==> config.mk <==
export PLATFORM = sky130hd
export DESIGN_NAME = latq_bank_wrctl_flat
export DESIGN_NICKNAME = d
export VERILOG_FILES = /design/src/rtl/latq_bank_wrctl_if.sv /design/src/rtl/latq_bank_wrctl.sv /design/src/flat_wrapper.sv
export SDC_FILE = /design/constraint.sdc
export NUM_CORES = 1
export LEC_CHECK = 0
export ABC_CLOCK_PERIOD_IN_PS = 4300
export BUFFER_PORTS_ARGS = -buffer_cell sky130_fd_sc_hd__clkbuf_2
export CAP_MARGIN = 0
export CORE_MARGIN = 4
export CORE_UTILIZATION = 45
export CTS_BUF_LIST = sky130_fd_sc_hd__clkbuf_4 sky130_fd_sc_hd__clkbuf_8
export DETAILED_ROUTE_END_ITERATION = 16
export PLACE_DENSITY = 0.81
export SYNTH_ARGS = -nofsm -noshare
export SYNTH_HDL_FRONTEND = slang
export SYNTH_SLANG_ARGS = --single-unit
==> constraint.sdc <==
create_clock -name clk_i -period 4.3 [get_ports clk_i]
set_input_delay 0.215 -clock clk_i [delete_from_list [all_inputs] [get_ports clk_i]]
set_output_delay 0.215 -clock clk_i [all_outputs]
set_load 0.01 [all_outputs]
==> src/rtl/latq_bank_wrctl_if.sv <==
// Request/latch-bank bundle for latq_bank_wrctl: two write requesters in,
// shared data bus and one-hot enables out to the latch array.
interface latq_bank_wrctl_if #(
  parameter int WORDS = 8,
  parameter int WIDTH = 4
);
  localparam int AW = (WORDS > 1) ? $clog2(WORDS) : 1;

  logic             aValid;
  logic [AW-1:0]    aAddr;
  logic [WIDTH-1:0] aData;
  logic             aReady;

  logic             bValid;
  logic [AW-1:0]    bAddr;
  logic [WIDTH-1:0] bData;
  logic             bReady;

  logic [WIDTH-1:0] ld;
  logic [WORDS-1:0] le;
  logic             busy;
  logic             err;

  modport slave (
    input  aValid, aAddr, aData,
    input  bValid, bAddr, bData,
    output aReady, bReady,
    output ld, le, busy, err
  );

  modport master (
    output aValid, aAddr, aData,
    output bValid, bAddr, bData,
    input  aReady, bReady,
    input  ld, le, busy, err
  );
endinterface

==> src/rtl/latq_bank_wrctl.sv <==
// Round-robin write arbiter and setup/enable/hold sequencer for a bank of
// transparent-high latches sharing one data bus.
module latq_bank_wrctl #(
  parameter int WORDS = 8,
  parameter int WIDTH = 4,
  localparam int AW = (WORDS > 1) ? $clog2(WORDS) : 1
) (
  input  logic              clk_i,
  input  logic              rst_i,
  latq_bank_wrctl_if.slave  bus
);

  typedef enum logic [1:0] {
    IDLE   = 2'd0,
    SETUP  = 2'd1,
    ENABLE = 2'd2,
    HOLD   = 2'd3
  } state_e;

  state_e           stateQ, stateD;
  logic [AW-1:0]    addrQ, addrD;
  logic [WIDTH-1:0] ldQ, ldD;
  logic [WORDS-1:0] leQ, leD;
  logic             busyQ, busyD;
  logic             errQ, errD;
  logic             lastGrantBQ, lastGrantBD;
  logic             grantA, grantB;
  logic             inRange;

  // Grant only while idle; on contention the requester not served last wins.
  always_comb begin
    grantA = 1'b0;
    grantB = 1'b0;
    if (stateQ == IDLE) begin
      if (bus.aValid && (!bus.bValid || lastGrantBQ)) begin
        grantA = 1'b1;
      end else if (bus.bValid) begin
        grantB = 1'b1;
      end
    end
  end

  assign inRange = ({1'b0, addrQ} < (AW+1)'(WORDS));

  always_comb begin
    stateD      = stateQ;
    addrD       = addrQ;
    ldD         = ldQ;
    busyD       = busyQ;
    lastGrantBD = lastGrantBQ;
    leD         = '0;
    errD        = 1'b0;
    case (stateQ)
      IDLE: begin
        if (grantA) begin
          addrD       = bus.aAddr;
          ldD         = bus.aData;
          lastGrantBD = 1'b0;
          busyD       = 1'b1;
          stateD      = SETUP;
        end else if (grantB) begin
          addrD       = bus.bAddr;
          ldD         = bus.bData;
          lastGrantBD = 1'b1;
          busyD       = 1'b1;
          stateD      = SETUP;
        end
      end
      // Enable and error flags are prepared here so they leave a flop in ENABLE.
      SETUP: begin
        stateD = ENABLE;
        if (inRange) begin
          leD = WORDS'(1) << addrQ;
        end else begin
          errD = 1'b1;
        end
      end
      ENABLE: begin
        stateD = HOLD;
      end
      HOLD: begin
        stateD = IDLE;
        busyD  = 1'b0;
      end
    endcase
  end

  always_ff @(posedge clk_i) begin
    if (rst_i) begin
      stateQ      <= IDLE;
      addrQ       <= '0;
      ldQ         <= '0;
      leQ         <= '0;
      busyQ       <= 1'b0;
      errQ        <= 1'b0;
      lastGrantBQ <= 1'b1;
    end else begin
      stateQ      <= stateD;
      addrQ       <= addrD;
      ldQ         <= ldD;
      leQ         <= leD;
      busyQ       <= busyD;
      errQ        <= errD;
      lastGrantBQ <= lastGrantBD;
    end
  end

  assign bus.aReady = grantA;
  assign bus.bReady = grantB;
  assign bus.ld     = ldQ;
  assign bus.le     = leQ;
  assign bus.busy   = busyQ;
  assign bus.err    = errQ;

endmodule

==> src/flat_wrapper.sv <==
// flat-port wrapper written by rule: the top's interface ports become plain ports
module latq_bank_wrctl_flat 
#(
  parameter int WORDS = 8,
  parameter int WIDTH = 4,
  localparam int AW = (WORDS > 1) ? $clog2(WORDS) : 1
)
  (clk_i, rst_i, bus_aValid, bus_aAddr, bus_aData, bus_bValid, bus_bAddr, bus_bData, bus_aReady, bus_bReady, bus_ld, bus_le, bus_busy, bus_err);
  latq_bank_wrctl_if #(.WORDS(WORDS), .WIDTH(WIDTH)) bus_i ();
  input  logic clk_i;
  input  logic rst_i;
  input wire logic [$bits(bus_i.aValid)-1:0] bus_aValid;
  input wire logic [$bits(bus_i.aAddr)-1:0] bus_aAddr;
  input wire logic [$bits(bus_i.aData)-1:0] bus_aData;
  input wire logic [$bits(bus_i.bValid)-1:0] bus_bValid;
  input wire logic [$bits(bus_i.bAddr)-1:0] bus_bAddr;
  input wire logic [$bits(bus_i.bData)-1:0] bus_bData;
  output wire logic [$bits(bus_i.aReady)-1:0] bus_aReady;
  output wire logic [$bits(bus_i.bReady)-1:0] bus_bReady;
  output wire logic [$bits(bus_i.ld)-1:0] bus_ld;
  output wire logic [$bits(bus_i.le)-1:0] bus_le;
  output wire logic [$bits(bus_i.busy)-1:0] bus_busy;
  output wire logic [$bits(bus_i.err)-1:0] bus_err;
  assign bus_i.aValid = bus_aValid;
  assign bus_i.aAddr = bus_aAddr;
  assign bus_i.aData = bus_aData;
  assign bus_i.bValid = bus_bValid;
  assign bus_i.bAddr = bus_bAddr;
  assign bus_i.bData = bus_bData;
  assign bus_aReady = bus_i.aReady;
  assign bus_bReady = bus_i.bReady;
  assign bus_ld = bus_i.ld;
  assign bus_le = bus_i.le;
  assign bus_busy = bus_i.busy;
  assign bus_err = bus_i.err;
  latq_bank_wrctl #(.WORDS(WORDS), .WIDTH(WIDTH)) u_core (.clk_i(clk_i), .rst_i(rst_i), .bus(bus_i));
endmodule
==> run_results.csv <==
group,metric,value,unit
floorplanning,rows,15,
clock_tree,clock_latency,0.30,ns
clock_tree,post_cts_buffers,0,
yosys,syn_area,881,µm²
global_routing,grt_use_total,16.7,%
floorplanning,dieArea,2730,µm²
setup_path,start_kind,"register",
timing,min_period,2.13,ns
yosys,yosys.area.top_type,"dfxtp_1",
setup_path,rr_endpoint,"u_core.bus.ld[0]$_SDFFE_PP0P_",
power,ir_drop,0.000375,V
finish,nets,142,
power,p_per_area,598,nW/µm²
timing,fin_tns_setup,0,ns
setup_path,r2r_setup_slack,2.63,ns
clock_tree,cts_sinks,19,
clock_tree,ctsResizeCount,0,
yosys,synth_ff_type,"dfxtp_1",
timing,hold_viol,0,
yosys,synthesis.nets,112,
yosys,ys.warnings.count,0,
clock_tree,cts_tree,"done",
global_routing,overflow,0,
timing,finalCritPeriodShare,49.5,%
timing,finalSetupViolCount,0,
setup_path,critPathMaxFanout,12,
finish,nFillCells,168,
run_status,status,"finished, final reports clean",
yosys,synth_top_cell_area_share,43.2,%
clock_tree,cts_max_path_buffers,2,
routing,num_vias,726,
global_routing,grt_pass1_wl,3.30,mm
timing,finalWorstSetupSlack,2.17,ns
yosys,netlist_top_cells_count,"dfxtp_1, inv_1, nor2_1",
routing,drt-pass1-iter-count,4,
floorplanning,die_h,52.2,µm
worst_hold_path,worst_hold_path_type,"input pin to register",
global_routing,grt_max_degree,14,
finish,multi_input_area,405,µm²
global_routing,busiest_layer,"met2",
flow_run,maxCapViolCount,0,
timing,fmax,470,MHz
yosys,synth_cells,90,
routing,wl_per_cell,12.9,µm
finish,ff_latch_area,380,µm²
yosys,async_flop_share,0,%
yosys,synth_enable_flop_cells,0,
place,portBuffers,32,
setup_path,worstSetupEndpoint,"bus_aReady",
yosys,ys_seq_area_share,43.2,%
yosys,synth_area_per_cell,9.79,µm²
yosys,ys_seq_elements,19,
routing,viasPerCell,5.04,
clock_tree,cts_max_level,1,
routing,finalWirelength,1.86,mm
finish,insertedDiodeCount,0,
floorplanning,initial_utilization,49.4,%
yosys,ys_types,24,
timing,slew_viol_final,0,
place,post-place-ws,2.49,ns
setup_path,critical_path_class,"register to output pin",
setup_path,end_kind,"output pin",
place,dp_hpwl,1.44,mm
global_routing,grtUsageMet3,3.42,%
setup_path,cp-startpoint,"u_core.stateQ[0]$_SDFFE_PP0P_",
finish,syn_to_final_growth,18.3,%
setup_path,critPathArrivalTime,1.91,ns
clock_tree,cts_made_buffers,3,
floorplanning,dieWidth,52.2,µm
clock_tree,postCtsHoldBufs,0,
global_routing,grt_pass1_vias,755,
yosys,post-synth-top-count-cell,"dfxtp_1",
global_routing,grtUsageMet1,18.3,%
finish,drive_above_1_share,38.7,%
setup_path,required,4.09,ns
routing,drt_iter0_markers,10,
setup_path,reg2reg_from,"u_core.stateQ[0]$_SDFFE_PP0P_",
timing,rsz0062_at_grt,"false",
clock_tree,clk_pin_slew_worst_paths,0.11,ns
floorplanning,num_io_pins,34,
global_routing,antenna_found_initial,0,
power,leakagePower,0.495,nW
timing,fin_skew,0.00372,ns
floorplanning,core_area,1780,µm²
global_routing,met2_usage,30.3,%
routing,drtAntennaViolNets,0,
setup_path,ff2ff_path_depth,5,
routing,drc,0,
place,gp_congestion,0.783,
clock_tree,cts_root_buffer,"clkbuf_4",
yosys,synth.area.top_cells,"dfxtp_1, a221oi_2, a22oi_1, ha_1, inv_1",
## worst min-delay path by stage
| stage | slack (ns) | cells after the start | start | endpoint |
|---|---|---|---|---|
| after CTS | 0.13 | 3 | bus_aAddr[2] | u_core.addrQ[2]$_SDFFE_PP0P_ |
| final | 0.13 | 3 | bus_aAddr[2] | u_core.addrQ[2]$_SDFFE_PP0P_ |
| after global routing | 0.14 | 3 | bus_aAddr[2] | u_core.addrQ[2]$_SDFFE_PP0P_ |
| after global placement | 0.45 | 3 | bus_aData[2] | u_core.bus.ld[2]$_SDFFE_PP0P_ |
| after detailed placement | 0.45 | 3 | bus_aAddr[2] | u_core.addrQ[2]$_SDFFE_PP0P_ |
| after floorplan | 0.28 | 1 | rst_i | u_core.bus.ld[0]$_SDFFE_PP0P_ |
## through the flow
step | power (mW) | area, µm² | utilization, % | hold slack, ns | std cells
6_report | 0.623 | 1040 | 58.5 | 0.135 | 144
5_1_grt | 0.676 | 1040 | 58.5 | 0.141 | 144
4_1_cts | 0.630 | 1040 | 58.5 | 0.129 | 144
3_5_place_dp | 0.539 | 1010 | 56.9 | 0.454 | 140
3_3_place_gp | 0.524 | 1010 | 56.9 | 0.451 | 140
2_1_floorplan | 0.474 | 881 | - | 0.281 | 90
## final cells by class
cell class	count	share of cell area [%]
clock buffers	3	2.16
clock inverters	1	0.480
inverters	10	3.60
multi-input cells	54	38.9
flip-flops and latches	19	36.5
well taps	25	3.00
repair buffers	32	15.4
## placed cells by master (no fill, tap or decap), drive strengths merged, types with 3 or more instances in the layout
cell    synthesis  final
a221oi          7      7
a21oi           3      3
nor3            3      3
nand3           7      7
ha              4      4
clkbuf          0     35
dfxtp          19     19
nand2b          3      3
nor2            9      9
a22oi           7      7
inv            10     10
## kinds of logic after synthesis
group / Yosys count / share of synthesized area (%)
fa+ha+maj: 4 / 5.68
other cells: 1 / 0.426
mux: 1 / 1.14
flops: 19 / 43.2
simple gates: 29 / 17.3
compound gates: 19 / 21.4
buf+inv: 17 / 10.8
## state kept, by name, indices dropped and copies added, names as in the netlist
register and cells:
u_core.lastGrantBQ 1, u_core.bus.le 8, u_core.stateQ 2, u_core.bus.busy 1, u_core.addrQ 3, u_core.bus.ld 4
## worst max-delay path, cell delays in order, from the launching register on
cell	delay, ns
dfxtp_1	0.35
inv_1	0.08
ha_1	0.38
and2_1	0.34
and2_4	0.30
clkbuf_2	0.16
## layer usage
metal	vias to the layer above	share of wire (%)
li1	370	-
met2	19	53
met3	4	4.7
met5	-	0
met4	0	1.4
met1	333	40
## report_power, final
group / switching [mW] / total (mW) / internal [mW]
Clock: 0.0549 / 0.0896 / 0.0347
Combinational: 0.160 / 0.278 / 0.118
Sequential: 0.0340 / 0.255 / 0.221
Total: 0.249 / 0.623 / 0.374
No activity file was read; power rests on OpenSTA's default activity.
